### config.mk
export PLATFORM = sky130hd
export DESIGN_NAME = sqrt_goldschmidt_unit
export DESIGN_NICKNAME = d
export VERILOG_FILES = /design/src/rtl/sqrt_goldschmidt_unit.sv
export SDC_FILE = /design/constraint.sdc
export NUM_CORES = 2
export LEC_CHECK = 0
export ABC_AREA = 1
export CORE_MARGIN = 2
export CORE_UTILIZATION = 55
export CTS_CLUSTER_DIAMETER = 30
export DETAILED_ROUTE_END_ITERATION = 10
export PLACE_DENSITY = 0.69
export SLEW_MARGIN = 40
export SYNTH_ARGS = -nofsm -noshare
export SYNTH_HDL_FRONTEND = slang
export SYNTH_SLANG_ARGS = --single-unit
### constraint.sdc
create_clock -name clk -period 13.89 [get_ports clk]
set_clock_uncertainty 0.15 [all_clocks]
set_input_delay 1.389 -clock clk [delete_from_list [all_inputs] [get_ports clk]]
set_output_delay 1.389 -clock clk [all_outputs]
set_load 0.02 [all_outputs]
### src/rtl/sqrt_goldschmidt_unit.sv
// sqrt_goldschmidt_unit
//   Iterative Goldschmidt square root (optionally reciprocal square root) of a
//   normalised significand 1.(MANT_W-1). Applies the odd-exponent sqrt(2)
//   correction, renormalises, rounds half-up and reports the result with a
//   busy/valid handshake.
//
//   Optional feature macro: SQRT_RSQRT_EN
//     defined   : mode_i selects sqrt (0) or reciprocal sqrt (1)
//     undefined : sqrt only; mode_i ignored, norm_o tied 0
//
// Ports
//   clk, rst      clock, synchronous active-high reset
//   doSqrt_i      start request, sampled only while idle
//   s_i           significand in [1,2), MSB set
//   is_exp_odd_i  scale result by sqrt(2) (sqrt) or 1/sqrt(2) (rsqrt)
//   mode_i        0 = sqrt, 1 = reciprocal sqrt
//   busy_o        operation in progress
//   valid_o       one-cycle result strobe
//   res_o         rounded normalised result 1.(MANT_W-1)
//   norm_o        result was shifted left by one (packer decrements exponent)
//   iter_o        Goldschmidt iterations executed for this result
module sqrt_goldschmidt_unit #(
  parameter int MANT_W   = 8,
  parameter int PREC_W   = 8,
  parameter int ITER_MAX = 4,
  localparam int IW      = $clog2(ITER_MAX + 1)
) (
  input  logic              clk,
  input  logic              rst,
  input  logic              doSqrt_i,
  input  logic [MANT_W-1:0] s_i,
  input  logic              is_exp_odd_i,
  input  logic              mode_i,
  output logic              busy_o,
  output logic              valid_o,
  output logic [MANT_W-1:0] res_o,
  output logic              norm_o,
  output logic [IW-1:0]     iter_o
);

  // Internal unsigned fixed point Q2.(W-2)
  localparam int W = MANT_W + PREC_W;

  // Round-to-nearest sqrt(2^e), evaluated at elaboration time
  function automatic logic [W-1:0] round_sqrt_pow2(input int e);
    logic [2*W-1:0] n, root, cand;
    n    = (2*W)'(1) << e;
    root = '0;
    for (int k = W-1; k >= 0; k--) begin
      cand = root | ((2*W)'(1) << k);
      if (cand * cand <= n) root = cand;
    end
    // (root+0.5)^2 = root^2 + root + 0.25
    if (n - root * root > root) root = root + 1'b1;
    return W'(root);
  endfunction

  localparam logic [W-1:0] ONE   = W'(1) << (W-2);
  localparam logic [W-1:0] THREE = W'(3) << (W-2);
  localparam logic [W-1:0] SQRT2 = round_sqrt_pow2(2*(W-2) + 1);
`ifdef SQRT_RSQRT_EN
  localparam logic [W-1:0] SQRT1_2 = round_sqrt_pow2(2*(W-2) - 1);
`endif

  // Fixed-point product, truncated back to W bits
  function automatic logic [W-1:0] qmul(input logic [W-1:0] a, input logic [W-1:0] c);
    logic [2*W-1:0] p;
    p = a * c;
    return W'(p >> (W-2));
  endfunction

  typedef enum logic [2:0] {IDLE, ST_B, ST_R, ST_XY, ST_FIN} state_t;
  state_t state, state_nxt;

  logic [W-1:0]  b, r, x;
  logic [IW-1:0] i;
  logic          odd_q;
`ifdef SQRT_RSQRT_EN
  logic [W-1:0]  y;
  logic          mode_q;
`else
  logic          unused_mode;
  assign unused_mode = mode_i;
`endif

  // Operand alignment and seed: r0 = (3 - s)/2, x0 = s*r0
  logic [W-1:0] s_ext, r0, x0;
  assign s_ext = W'(s_i) << (PREC_W-1);
  assign r0    = (THREE - s_ext) >> 1;
  assign x0    = qmul(s_ext, r0);

  // State register
  always_ff @(posedge clk) begin
    if (rst) state <= IDLE;
    else     state <= state_nxt;
  end

  // Next state
  always_comb begin
    state_nxt = state;
    case (state)
      IDLE:    if (doSqrt_i) state_nxt = ST_B;
      ST_B:    state_nxt = (r == ONE || i == IW'(ITER_MAX)) ? ST_FIN : ST_R;
      ST_R:    state_nxt = ST_XY;
      ST_XY:   state_nxt = ST_B;
      ST_FIN:  state_nxt = IDLE;
      default: state_nxt = IDLE;
    endcase
  end

  assign busy_o = (state != IDLE);

  // Finalisation: select, odd-exponent scale, normalise, round
  logic [W-1:0]      v_sel, v_sc, v_n;
  logic [MANT_W:0]   top, sum;
  logic [MANT_W-1:0] res_c;
`ifdef SQRT_RSQRT_EN
  logic              norm_c;
`endif

  always_comb begin
    v_sel = x;
`ifdef SQRT_RSQRT_EN
    if (mode_q) v_sel = y;
`endif
    v_sc = v_sel;
    if (odd_q) begin
`ifdef SQRT_RSQRT_EN
      v_sc = qmul(v_sel, mode_q ? SQRT1_2 : SQRT2);
`else
      v_sc = qmul(v_sel, SQRT2);
`endif
    end
    v_n = v_sc;
`ifdef SQRT_RSQRT_EN
    norm_c = 1'b0;
    if (v_sc < ONE) begin
      v_n    = v_sc << 1;
      norm_c = 1'b1;
    end
`endif
    // top[MANT_W] set means v >= 2.0; treated like a rounding carry-out
    top   = (MANT_W+1)'(v_n >> (PREC_W-1));
    sum   = {1'b0, top[MANT_W-1:0]} + {{MANT_W{1'b0}}, v_n[PREC_W-2]};
    res_c = (top[MANT_W] || sum[MANT_W]) ? '1 : sum[MANT_W-1:0];
  end

  // Datapath and result registers
  always_ff @(posedge clk) begin
    if (rst) begin
      b       <= '0;
      r       <= '0;
      x       <= '0;
      i       <= '0;
      odd_q   <= 1'b0;
      valid_o <= 1'b0;
      res_o   <= '0;
      iter_o  <= '0;
`ifdef SQRT_RSQRT_EN
      y       <= '0;
      mode_q  <= 1'b0;
      norm_o  <= 1'b0;
`endif
    end else begin
      valid_o <= 1'b0;
      case (state)
        IDLE: if (doSqrt_i) begin
          b     <= s_ext;
          r     <= r0;
          x     <= x0;
          i     <= '0;
          odd_q <= is_exp_odd_i;
`ifdef SQRT_RSQRT_EN
          y      <= r0;
          mode_q <= mode_i;
`endif
        end
        ST_B:  if (state_nxt == ST_R) b <= qmul(b, qmul(r, r));
        ST_R:  r <= (THREE - b) >> 1;
        ST_XY: begin
          x <= qmul(x, r);
`ifdef SQRT_RSQRT_EN
          y <= qmul(y, r);
`endif
          i <= i + 1'b1;
        end
        ST_FIN: begin
          res_o   <= res_c;
          iter_o  <= i;
          valid_o <= 1'b1;
`ifdef SQRT_RSQRT_EN
          norm_o  <= norm_c;
`endif
        end
        default: ;
      endcase
    end
  end

`ifndef SQRT_RSQRT_EN
  // A sqrt of a value in [1,2) never drops below 1.0
  assign norm_o = 1'b0;
`endif

endmodule

==> results.sh <==
export IMPL_clkPwrFrac_pct=5.7
export IMPL_grt_max_degree=36
export IMPL_fin_setup_tns_ns=0
export IMPL_overflow=0
export IMPL_yosys_warnings=0
export IMPL_critPathMostFrequentCell="fa_1"
export IMPL_r2r_start="r[2]"
export IMPL_power_density_nw_per_um2=140.5
export IMPL_viasPerCell=5.227
export IMPL_place_port_buffers=24
export IMPL_synthCells=4164
export IMPL_htree_num_levels=3
export IMPL_critPathLaunch="r[2]"
export IMPL_worstPathArrival_ns=12.12
export IMPL_num_nets_final=5162
export IMPL_clk_latency_ns=0.35
export IMPL_avgSynthCellArea_sq_um=7.608
export IMPL_grt_pass1_vias=26080
export IMPL_core_sq_um=56710
export IMPL_drive_above_1_share_pct=2.939
export IMPL_route_detailed_drc=0
export IMPL_maxCapViolCount=0
export IMPL_async_flop_share_pct=0
export IMPL_antenna_found_initial=0
export IMPL_drt_pass1_iter_count=5
export IMPL_ys_top_cells_by_area="fa_1 37%, ha_1 18%, inv_1 13%"
export IMPL_antennaDiodeCount=0
export IMPL_ys_ff_latch=66
export IMPL_pin_count=27
export IMPL_hold_buffers=0
export IMPL_layout_min_cycle_time_ns=12.03
export IMPL_placedCellCount=4857
export IMPL_syn2layout_area_growth_pct=4.273
export IMPL_yosys_area_top_type="fa_1"
export IMPL_worstSetupPathType="register to register"
export IMPL_relSlewSlack_pct=43.21
export IMPL_cts_resized=0
export IMPL_outcome="finished clean"
export IMPL_pwr_share_comb_pct=87.3
export IMPL_period_share_pct=86.61
export IMPL_synth_nets=5214
export IMPL_path_clk_slew_ns=0.06
export IMPL_cts_sinks=66
export IMPL_postRouteAntennaNets=0
export IMPL_switching_share_pct=61.18
export IMPL_synthMuxAreaShare_pct=0
export IMPL_finalHoldViolCount=0
export IMPL_synth_xor_area_share_pct=1.750
export IMPL_p_sw_w=0.002839
export IMPL_intPower_w=0.001801
export IMPL_postCtsSetupBuffers=0
export IMPL_p_leak_nw=19.32
export IMPL_tightest_slew_ns=0.8506
export IMPL_power_w=0.004640
export IMPL_grt_pass1_wl_microns=137100
export IMPL_start_kind="register"
export IMPL_wl_per_cell_microns=17.02
export IMPL_synth_cell_types=58
export IMPL_synth_top_family_by_area="adder cells"
export IMPL_fill_cells=5402
export IMPL_ys_flop_type="dfxtp_1"
export IMPL_hold_class="register to register"
export IMPL_final_cell_area_sq_um=33030
export IMPL_ctsLongestPathBuffers=2
export IMPL_fmax_mhz=83.12
export IMPL_max_stage_delay_ns=0.75
export IMPL_grt_use_total_pct=29.20
export IMPL_dpl_cell_area_sq_um=32710
export IMPL_yosys_area_top_type_share_pct=37.41
export IMPL_vias=25470
export IMPL_path_max_fanout=13
export IMPL_cts_buffers=9
export IMPL_die_h_microns=244.0
export IMPL_synth_area_sq_um=31680
export IMPL_fin_cells=4873
export IMPL_cts_tree="yes"
export IMPL_place_congestion=0.9535
export IMPL_root_buffer="clkbuf_16"
export IMPL_first_iter_violations=1701
export IMPL_setup_viol=0
export IMPL_synth_compound_area_share_pct=7.038
export IMPL_synth_adder_area_share_pct=54.99
export IMPL_rsz0062_at_grt="no"
export IMPL_rows=87
export IMPL_whs_ns=0.3388
export IMPL_required_ns=13.98
export IMPL_peakVddDrop_v=0.0001865
export IMPL_maxSlewViolCount=0
export IMPL_die_width_microns=244.0
export IMPL_ys_seq_area_share_pct=4.171
export IMPL_dp_hpwl_microns=66690
export IMPL_wirelength_microns=82940
export IMPL_yosys_area_share_simple_pct=16.84
export IMPL_synth_edf_count=0
export IMPL_hp_start="i[0]"
export IMPL_seqPwrFrac_pct=7.1
export IMPL_floorplan_initialDensity_pct=55.86
export IMPL_cp_end_kind="register"
export IMPL_die_area_sq_um=59530
export IMPL_crit_slowest_cell="dfxtp_1"
## cell type report
class,instances,area [sq um],share of cell area [%]
clock buffer,9,225.2,0.6818
clock inverter,7,98.84,0.2992
inverter,1142,4294,13.00
multi-input combinational,2823,25560,77.37
sequential,66,1325,4.011
tap,756,945.9,2.864
timing repair buffer,70,585.6,1.773
## cell usage in the layout, fill, tap and decap left out, types with 10 or more instances in the layout
master,instances
a21o_1,11
a21oi_1,182
buf_4,46
clkdlybuf4s50_1,24
dfxtp_1,63
fa_1,592
ha_1,445
inv_1,1122
inv_2,13
nand2_1,869
nand3_1,90
nand4_1,23
nor2_1,278
nor3_1,25
o21ai_0,133
o21bai_1,16
or2_2,10
xnor2_1,21
xor2_1,34
## metrics by stage
stage	worst slack [ns]	utilization, %
floorplan	3.068	-
global placement	2.081	57.64
detailed placement	2.000	57.67
CTS	1.927	58.24
global route	1.254	58.25
finish	1.860	58.25
## cells by family after synthesis
family,after synthesis
compound gates,396
xor+xnor,59
fa+ha+maj,1037
buf+inv,1275
flops,66
other cells,1
simple gates,1330
## critical path, delay by kind of cell, from the launching register on
family / cells / cell delay [ns]
fa+ha+maj: 14 / 6.41
simple gates: 13 / 1.53
buf+inv: 11 / 1.34
compound gates: 7 / 1.04
flops: 1 / 0.75
xor+xnor: 2 / 0.68
## metal layers
layer | track usage [%] | vias to the layer above | wire length, microns
li1 | - | 12230 | -
met1 | 39.99 | 12300 | 35630
met2 | 48.66 | 784 | 38930
met3 | 3.062 | 160 | 5410
met4 | 9.559 | 0 | 2977
met5 | 0 | - | 0
## cell usage after synthesis (3+ instances only)
master	count
xnor2_1	22
nand3b_1	5
nor2_1	279
nor4_1	8
inv_2	12
o21ai_0	133
nand3_1	90
nor3_1	25
inv_1	1123
nand2_1	869
a21oi_4	3
dfxtp_1	66
or2_2	10
xor2_1	35
nand4_1	23
o21bai_1	16
o21a_1	4
fa_1	592
or2_1	3
clkbuf_1	110
nand2_2	8
ha_1	445
clkinv_1	5
o211ai_1	3
and2_1	3
buf_1	8
a221oi_1	3
a21oi_1	182
a21boi_0	6
buf_2	11
o21ai_1	8
a31oi_1	9
a21o_1	11
a211oi_1	3
## registers in the layout (all words and copies together), names as in the netlist
name and count:
valid_o 1, b 16, r 15, i 3, state 3, odd_q 1
iter_o 3, v_sel 16, res_o 8
## power by group through the flow
stage	clock network [W]	registers (W)	logic (W)
floorplan	0	0.000260	0.00294
global placement	0	0.000324	0.00393
detailed placement	0	0.000325	0.00398
CTS	0.000264	0.000321	0.00403
global route	0.000272	0.000330	0.00463
finish	0.000264	0.000328	0.00405
## worst paths after layout
| check | slack, ns | cells past startpoint | to |
|---|---|---|---|
| setup / recovery | 1.86 | 47 | b[11] |
| setup reg to reg | 1.86 | 47 | b[11] |
| hold / removal | 0.34 | 1 | i[0] |
| hold reg to reg | 0.34 | 1 | i[0] |
Power figures use the tool's default switching activity.
